$ cat src/rtl/bitrev_sched_pkg.sv
// bitrev_pkg: shared constants for the bit-reverse scheduler slice.
//   ST_IDLE / ST_FULL : result-register state encoding
//   DEF_N, DEF_NREQ, DEF_CNTW : default word width, requester count, counter width
//   idw_calc() : requester-ID width, at least one bit even for a single requester
package bitrev_pkg;

    localparam logic [0:0] ST_IDLE = 1'b0;
    localparam logic [0:0] ST_FULL = 1'b1;

    localparam int unsigned DEF_N    = 8;
    localparam int unsigned DEF_NREQ = 4;
    localparam int unsigned DEF_CNTW = 16;

    function automatic int unsigned idw_calc(input int unsigned nreq);
        return (nreq > 1) ? $clog2(nreq) : 1;
    endfunction

endpackage

$ cat src/rtl/bitrev_sched_rr_arbiter.sv
// rr_arbiter: combinational round-robin pick among NREQ requesters.
//   req    : per-requester request lines
//   ptr    : highest-priority index (held by the parent)
//   enable : when low, no grant is issued (idx still reports the winner)
//   grant  : one-hot grant
//   idx    : encoded index of the winning requester
module rr_arbiter
    import bitrev_pkg::*;
#(
    parameter int unsigned NREQ = DEF_NREQ,
    localparam int unsigned IDW = idw_calc(NREQ)
) (
    input  logic [NREQ-1:0] req,
    input  logic [IDW-1:0]  ptr,
    input  logic            enable,
    output logic [NREQ-1:0] grant,
    output logic [IDW-1:0]  idx
);

    logic        found;
    int unsigned pos;

    // Walk positions ptr, ptr+1, ... (mod NREQ); the inner loop maps the
    // rotating position back onto a constant index so every select is static.
    always_comb begin
        grant = '0;
        idx   = '0;
        found = 1'b0;
        pos   = 0;
        for (int unsigned i = 0; i < NREQ; i++) begin
            pos = 32'(ptr) + i;
            if (pos >= NREQ) begin
                pos = pos - NREQ;
            end
            for (int unsigned k = 0; k < NREQ; k++) begin
                if (!found && (k == pos) && req[k]) begin
                    found    = 1'b1;
                    idx      = IDW'(k);
                    grant[k] = enable;
                end
            end
        end
    end

endmodule

$ cat src/rtl/bitrev_sched.sv
// bitrev_sched: round-robin scheduler sharing one bit-reverse/palindrome
// datapath among NREQ requesters, with a registered valid/ready result port.
//   clk, rst_n           : clock, asynchronous active-low reset
//   req_valid/req_data   : per-requester valid and packed N-bit words
//   req_ready            : one-hot accept strobe
//   out_valid/out_ready  : result handshake
//   out_rev/out_palind   : reversed word and palindrome flag
//   out_id               : index of the requester that supplied the word
//   clr_count/pal_count  : synchronous clear / saturating palindrome count
module bitrev_sched
    import bitrev_pkg::*;
#(
    parameter int unsigned N    = DEF_N,
    parameter int unsigned NREQ = DEF_NREQ,
    parameter int unsigned CNTW = DEF_CNTW,
    localparam int unsigned IDW = idw_calc(NREQ)
) (
    input  logic                clk,
    input  logic                rst_n,
    input  logic [NREQ-1:0]     req_valid,
    input  logic [NREQ*N-1:0]   req_data,
    output logic [NREQ-1:0]     req_ready,
    output logic                out_valid,
    input  logic                out_ready,
    output logic [N-1:0]        out_rev,
    output logic                out_palind,
    output logic [IDW-1:0]      out_id,
    input  logic                clr_count,
    output logic [CNTW-1:0]     pal_count
);

    function automatic logic [N-1:0] bit_reverse(input logic [N-1:0] w);
        logic [N-1:0] r;
        r = '0;
        for (int unsigned i = 0; i < N; i++) begin
            r[N-1-i] = w[i];
        end
        return r;
    endfunction

    logic [0:0]      state;
    logic [IDW-1:0]  ptr;
    logic            can_accept;
    logic            accept;
    logic            handshake;
    logic [NREQ-1:0] grant;
    logic [IDW-1:0]  grant_idx;
    logic [N-1:0]    sel_word;
    logic [N-1:0]    sel_rev;
    logic            sel_pal;

    assign out_valid  = (state == ST_FULL);
    assign handshake  = out_valid && out_ready;
    // Gating with rst_n keeps req_ready low for the whole reset period.
    assign can_accept = rst_n && ((state == ST_IDLE) || handshake);

    rr_arbiter #(
        .NREQ (NREQ)
    ) u_arb (
        .req    (req_valid),
        .ptr    (ptr),
        .enable (can_accept),
        .grant  (grant),
        .idx    (grant_idx)
    );

    assign req_ready = grant;
    assign accept    = |grant;

    always_comb begin
        sel_word = '0;
        for (int unsigned k = 0; k < NREQ; k++) begin
            if (32'(grant_idx) == k) begin
                sel_word = req_data[k*N +: N];
            end
        end
    end

    assign sel_rev = bit_reverse(sel_word);
    assign sel_pal = (sel_word == sel_rev);

    always_ff @(posedge clk or negedge rst_n) begin
        if (!rst_n) begin
            state      <= ST_IDLE;
            ptr        <= '0;
            out_rev    <= '0;
            out_palind <= 1'b0;
            out_id     <= '0;
        end else if (accept) begin
            state      <= ST_FULL;
            out_rev    <= sel_rev;
            out_palind <= sel_pal;
            out_id     <= grant_idx;
            if (32'(grant_idx) == NREQ - 1) begin
                ptr <= '0;
            end else begin
                ptr <= grant_idx + 1'b1;
            end
        end else if (handshake) begin
            state <= ST_IDLE;
        end
    end

    always_ff @(posedge clk or negedge rst_n) begin
        if (!rst_n) begin
            pal_count <= '0;
        end else if (clr_count) begin
            pal_count <= '0;
        end else if (handshake && out_palind && (pal_count != '1)) begin
            pal_count <= pal_count + 1'b1;
        end
    end

endmodule
$ cat config.mk
export PLATFORM = sky130hd
export DESIGN_NAME = bitrev_sched
export DESIGN_NICKNAME = d
export VERILOG_FILES = /design/src/rtl/bitrev_sched_pkg.sv /design/src/rtl/bitrev_sched_rr_arbiter.sv /design/src/rtl/bitrev_sched.sv
export SDC_FILE = /design/constraint.sdc
export NUM_CORES = 1
export LEC_CHECK = 0
export ABC_AREA = 1
export ABC_CLOCK_PERIOD_IN_PS = 3700
export BUFFER_PORTS_ARGS = -buffer_cell sky130_fd_sc_hd__buf_2
export CAP_MARGIN = 15
export CORE_UTILIZATION = 25
export CTS_BUF_LIST = sky130_fd_sc_hd__clkbuf_8 sky130_fd_sc_hd__clkbuf_16
export CTS_CLUSTER_DIAMETER = 30
export DETAILED_ROUTE_END_ITERATION = 7
export PLACE_DENSITY = 0.53
export SYNTH_ARGS = -nofsm -noshare
export SYNTH_HDL_FRONTEND = slang
export SYNTH_SLANG_ARGS = --single-unit
$ cat constraint.sdc
create_clock -name clk -period 3.7 [get_ports clk]
set_input_delay 0.37 -clock clk [delete_from_list [all_inputs] [get_ports clk]]
set_output_delay 0.37 -clock clk [all_outputs]
set_load 0.005 [all_outputs]
==> metrics.md <==
| Metric | Value |
|---|---|
| Status | `finished, final reports clean` |
| #FFs+latches synth | `30` |
| Average size of a mapped cell | `6.91 sq um` |
| CTS Buf Count | `5` |
| Via density | `4.69` |
| Die height | `96.7 um` |
| Die width | `96.7 um` |
| Worst skew pair latency | `0.28 ns` |
| NumNets Final | `438` |
| Min Clock Period, post-route | `3.26 ns` |
| Crit path launch type | `flop` |
| Post-CTS Setup Bufs | `0` |
| Area post-placement | `2690 sq um` |
| Clk slew on worst S/H paths | `0.07 ns` |
| Initial antenna violation count | `0` |
| Wire per inst | `12.1 um` |
| Final instance area | `2790 sq um` |
| Ys Warns | `0` |
| Die ar. | `9340 sq um` |
| Least-Margin Pin Slew | `0.717 ns` |
| Final setup violation count | `0` |
| Hold-fix buffers at CTS | `0` |
| Clock buffer depth | `2` |
| Sequential area share after synthesis | `33.5%` |
| Worst path required time | `3.92 ns` |
| CTS root buf | `clkbuf_8` |
| Rel. slew slack | `52.2%` |
| Area Growth Syn to Fin | `24.5%` |
| TNS Setup | `0 ns` |
| First-pass GRT wire length | `10500 um` |
| Core Box Area | `8680 sq um` |
| Post-route ant nets | `0` |
| Layout cells sized above 1 | `26.4%` |
| Hold Slack | `0.139 ns` |
| Clock tree sinks | `30` |
| RSZ-0062 raised after global routing | `false` |
| Final GP Congestion | `0.814` |
| Largest net degree at the start of global routing | `32` |
| Slew Viols, Final | `0` |
| IO buf count | `71` |
| Post-route clock skew | `0.00136 ns` |
| # diodes | `0` |
| DRT iter0 DRCs | `64` |
| Total Routing Usage GR | `13.4%` |
| Count of cell types in the netlist | `36` |
| Final period util | `88.2%` |
| Critical-path maximum fanout | `9` |
| Hold Vio Cnt, Final | `0` |
| Pleak | `1.47 nW` |
| Fillcell total | `974` |
| Syn Std Cell Area | `2240 sq um` |
| Drt drc | `0` |
| Total routed wirelength | `6090 um` |
| DR pass1 iterations | `4` |
| Crit path capture type | `flop` |
| Cell Rows | `34` |
| CTS tree | `done` |
| H-tree depth | `2` |
| DR vias | `2352` |
| Cell count after synthesis | `324` |
| Syn nets | `369` |
| Arr. time, crit path | `3.49 ns` |
| Number of max-cap violations | `0` |
| HPWL Detailed | `4730 um` |
| GR Overflow Total | `0` |
| Vias in the first global route | `2257` |
| Hold crit path type | `input port to asynchronous set/reset pin` |
| Power per cell area | `816 nW/um^2` |
| I/O Pins | `72` |
| Crit Path Class | `flop to flop` |
| Peak VDD IR | `0.000355 V` |
| Fmax | `0.306 GHz` |
| Initial Util | `25.8%` |
[Yosys cell counts]
library cell	n	area [sq um]
a211oi_1	1	7.51
a21o_1	1	7.51
a21oi_1	23	115
a21oi_2	1	8.76
a22oi_1	4	30.0
a31oi_1	1	6.26
buf_1	1	3.75
buf_2	3	15.0
buf_6	1	11.3
clkbuf_1	4	15.0
dfrtp_1	30	751
ha_1	5	62.6
inv_1	46	173
inv_2	2	7.51
nand2_1	69	259
nand2_2	4	25.0
nand2_4	1	11.3
nand3_1	21	105
nand3_2	3	30.0
nand3b_1	1	7.51
nand4_1	21	131
nand4_2	3	37.5
nand4_4	1	21.3
nor2_1	40	150
nor2_2	2	12.5
nor2_4	3	33.8
nor3_1	6	30.0
nor3_2	1	10.0
nor4_1	3	18.8
nor4b_1	1	8.76
o21a_1	1	7.51
o21ai_0	12	60.1
o21bai_1	1	7.51
o31ai_1	2	15.0
xnor2_1	1	8.76
xor2_1	4	35.0
[worst paths after layout]
| kind | from | end | slack, ns | depth (start not counted) |
|---|---|---|---|---|
| worst max-delay path | ptr[0]$_DFFE_PN0P_ | out_palind$_DFFE_PN0P_ | 0.44 | 20 |
| worst min-delay path | rst_n | pal_count[4]$_DFFE_PN0P_ | 0.14 | 1 |
| worst max register to register | ptr[0]$_DFFE_PN0P_ | out_palind$_DFFE_PN0P_ | 0.44 | 20 |
| worst min register to register | out_id[1]$_DFFE_PN0P_ | out_id[1]$_DFFE_PN0P_ | 0.51 | 1 |
| max in group asynchronous | rst_n | ptr[1]$_DFFE_PN0P_ | 3.06 | 1 |
| min in group clk | clr_count | pal_count[10]$_DFFE_PN0P_ | 0.30 | 2 |
[layout make-up]
type	count	area (sq um)	area share, %
Timing Repair Buffer	71	355	12.7
Clock inverter	2	8.76	0.314
Tap cell	108	135	4.85
Inverter	48	180	6.46
Sequential cell	30	753	27.0
Multi-Input combinational cell	237	1270	45.7
Clock buffer	6	82.6	2.96
[stage by stage]
stage | util (%) | setup WS (ns) | power (W) | std cells
2_1_floorplan | - | 0.671 | 0.00166 | 324
3_3_place_gp | 30.9 | 0.306 | 0.00198 | 494
3_5_place_dp | 30.9 | 0.299 | 0.00199 | 494
4_1_cts | 32.0 | 0.252 | 0.00227 | 502
5_1_grt | 32.1 | 0.0133 | 0.00255 | 502
6_report | 32.1 | 0.435 | 0.00227 | 502
[cell usage in the layout, fill, tap and decap left out, types with 4 or more instances in the layout]
master / count
a21oi_1: 23
buf_2: 71
clkbuf_8: 6
dfrtp_1: 28
inv_1: 47
nand2_1: 69
nand2_2: 4
nand3_1: 21
nand4_1: 21
nor2_1: 40
nor3_1: 6
o21ai_0: 12
xor2_1: 4
[cells by family (layout without fill, tap and decap cells)]
kind of cell | after synthesis | in the layout | share of synthesized area (%)
AO/OA/AOI/OAI | 47 | 47 | 11.8
flip-flops | 30 | 30 | 33.5
adder cells (fa/ha/maj) | 5 | 5 | 2.79
XOR/XNOR | 5 | 5 | 1.96
buffers and inverters | 57 | 127 | 10.1
AND/OR/NAND/NOR | 180 | 180 | 39.8
[worst max-delay path, stage by stage, from the launching register on]
cell and delay (ns):
dfrtp_2 0.46, nand3_1 0.14, nand2_1 0.10, nor2_4 0.17, nand4_4 0.12, nor2_4 0.11, nand4_2 0.12, nor2_4 0.18
nand4_2 0.13, nand2_1 0.09, nor2_1 0.07, inv_1 0.09, ha_2 0.27, inv_1 0.15, nor2_1 0.11, nor2_1 0.04
a22oi_1 0.26, xor2_1 0.11, nor4b_1 0.32, nand2_1 0.08, nand2_1 0.07
[registers in the layout, indices dropped and copies added, names as in the netlist]
| signal | cells |
|---|---|
| out_id | 2 |
| out_palind | 1 |
| out_rev | 8 |
| out_valid | 1 |
| pal_count | 16 |
| ptr | 2 |
[layer usage]
metal	GRT usage, %	routed length [um]	up-vias
met1	17.5	2870	1055
met3	3.32	404	7
met5	0	0	-
met2	22.2	2760	82
li1	-	-	1208
met4	3.10	48	0
[repair_timing]
action,CTS,global route
hold endpoints to repair,0,0
gates resized for setup,0,5
setup endpoints to repair,0,1
[where the power goes]
part	switching (W)	leakage, nW	internal, W	total (W)
registers	0.0000597	0.397	0.000409	0.000469
logic	0.000951	1.02	0.000581	0.00153
clock network	0.000127	0.0524	0.000147	0.000275
Note: power is estimated with default switching activity, not from simulation.
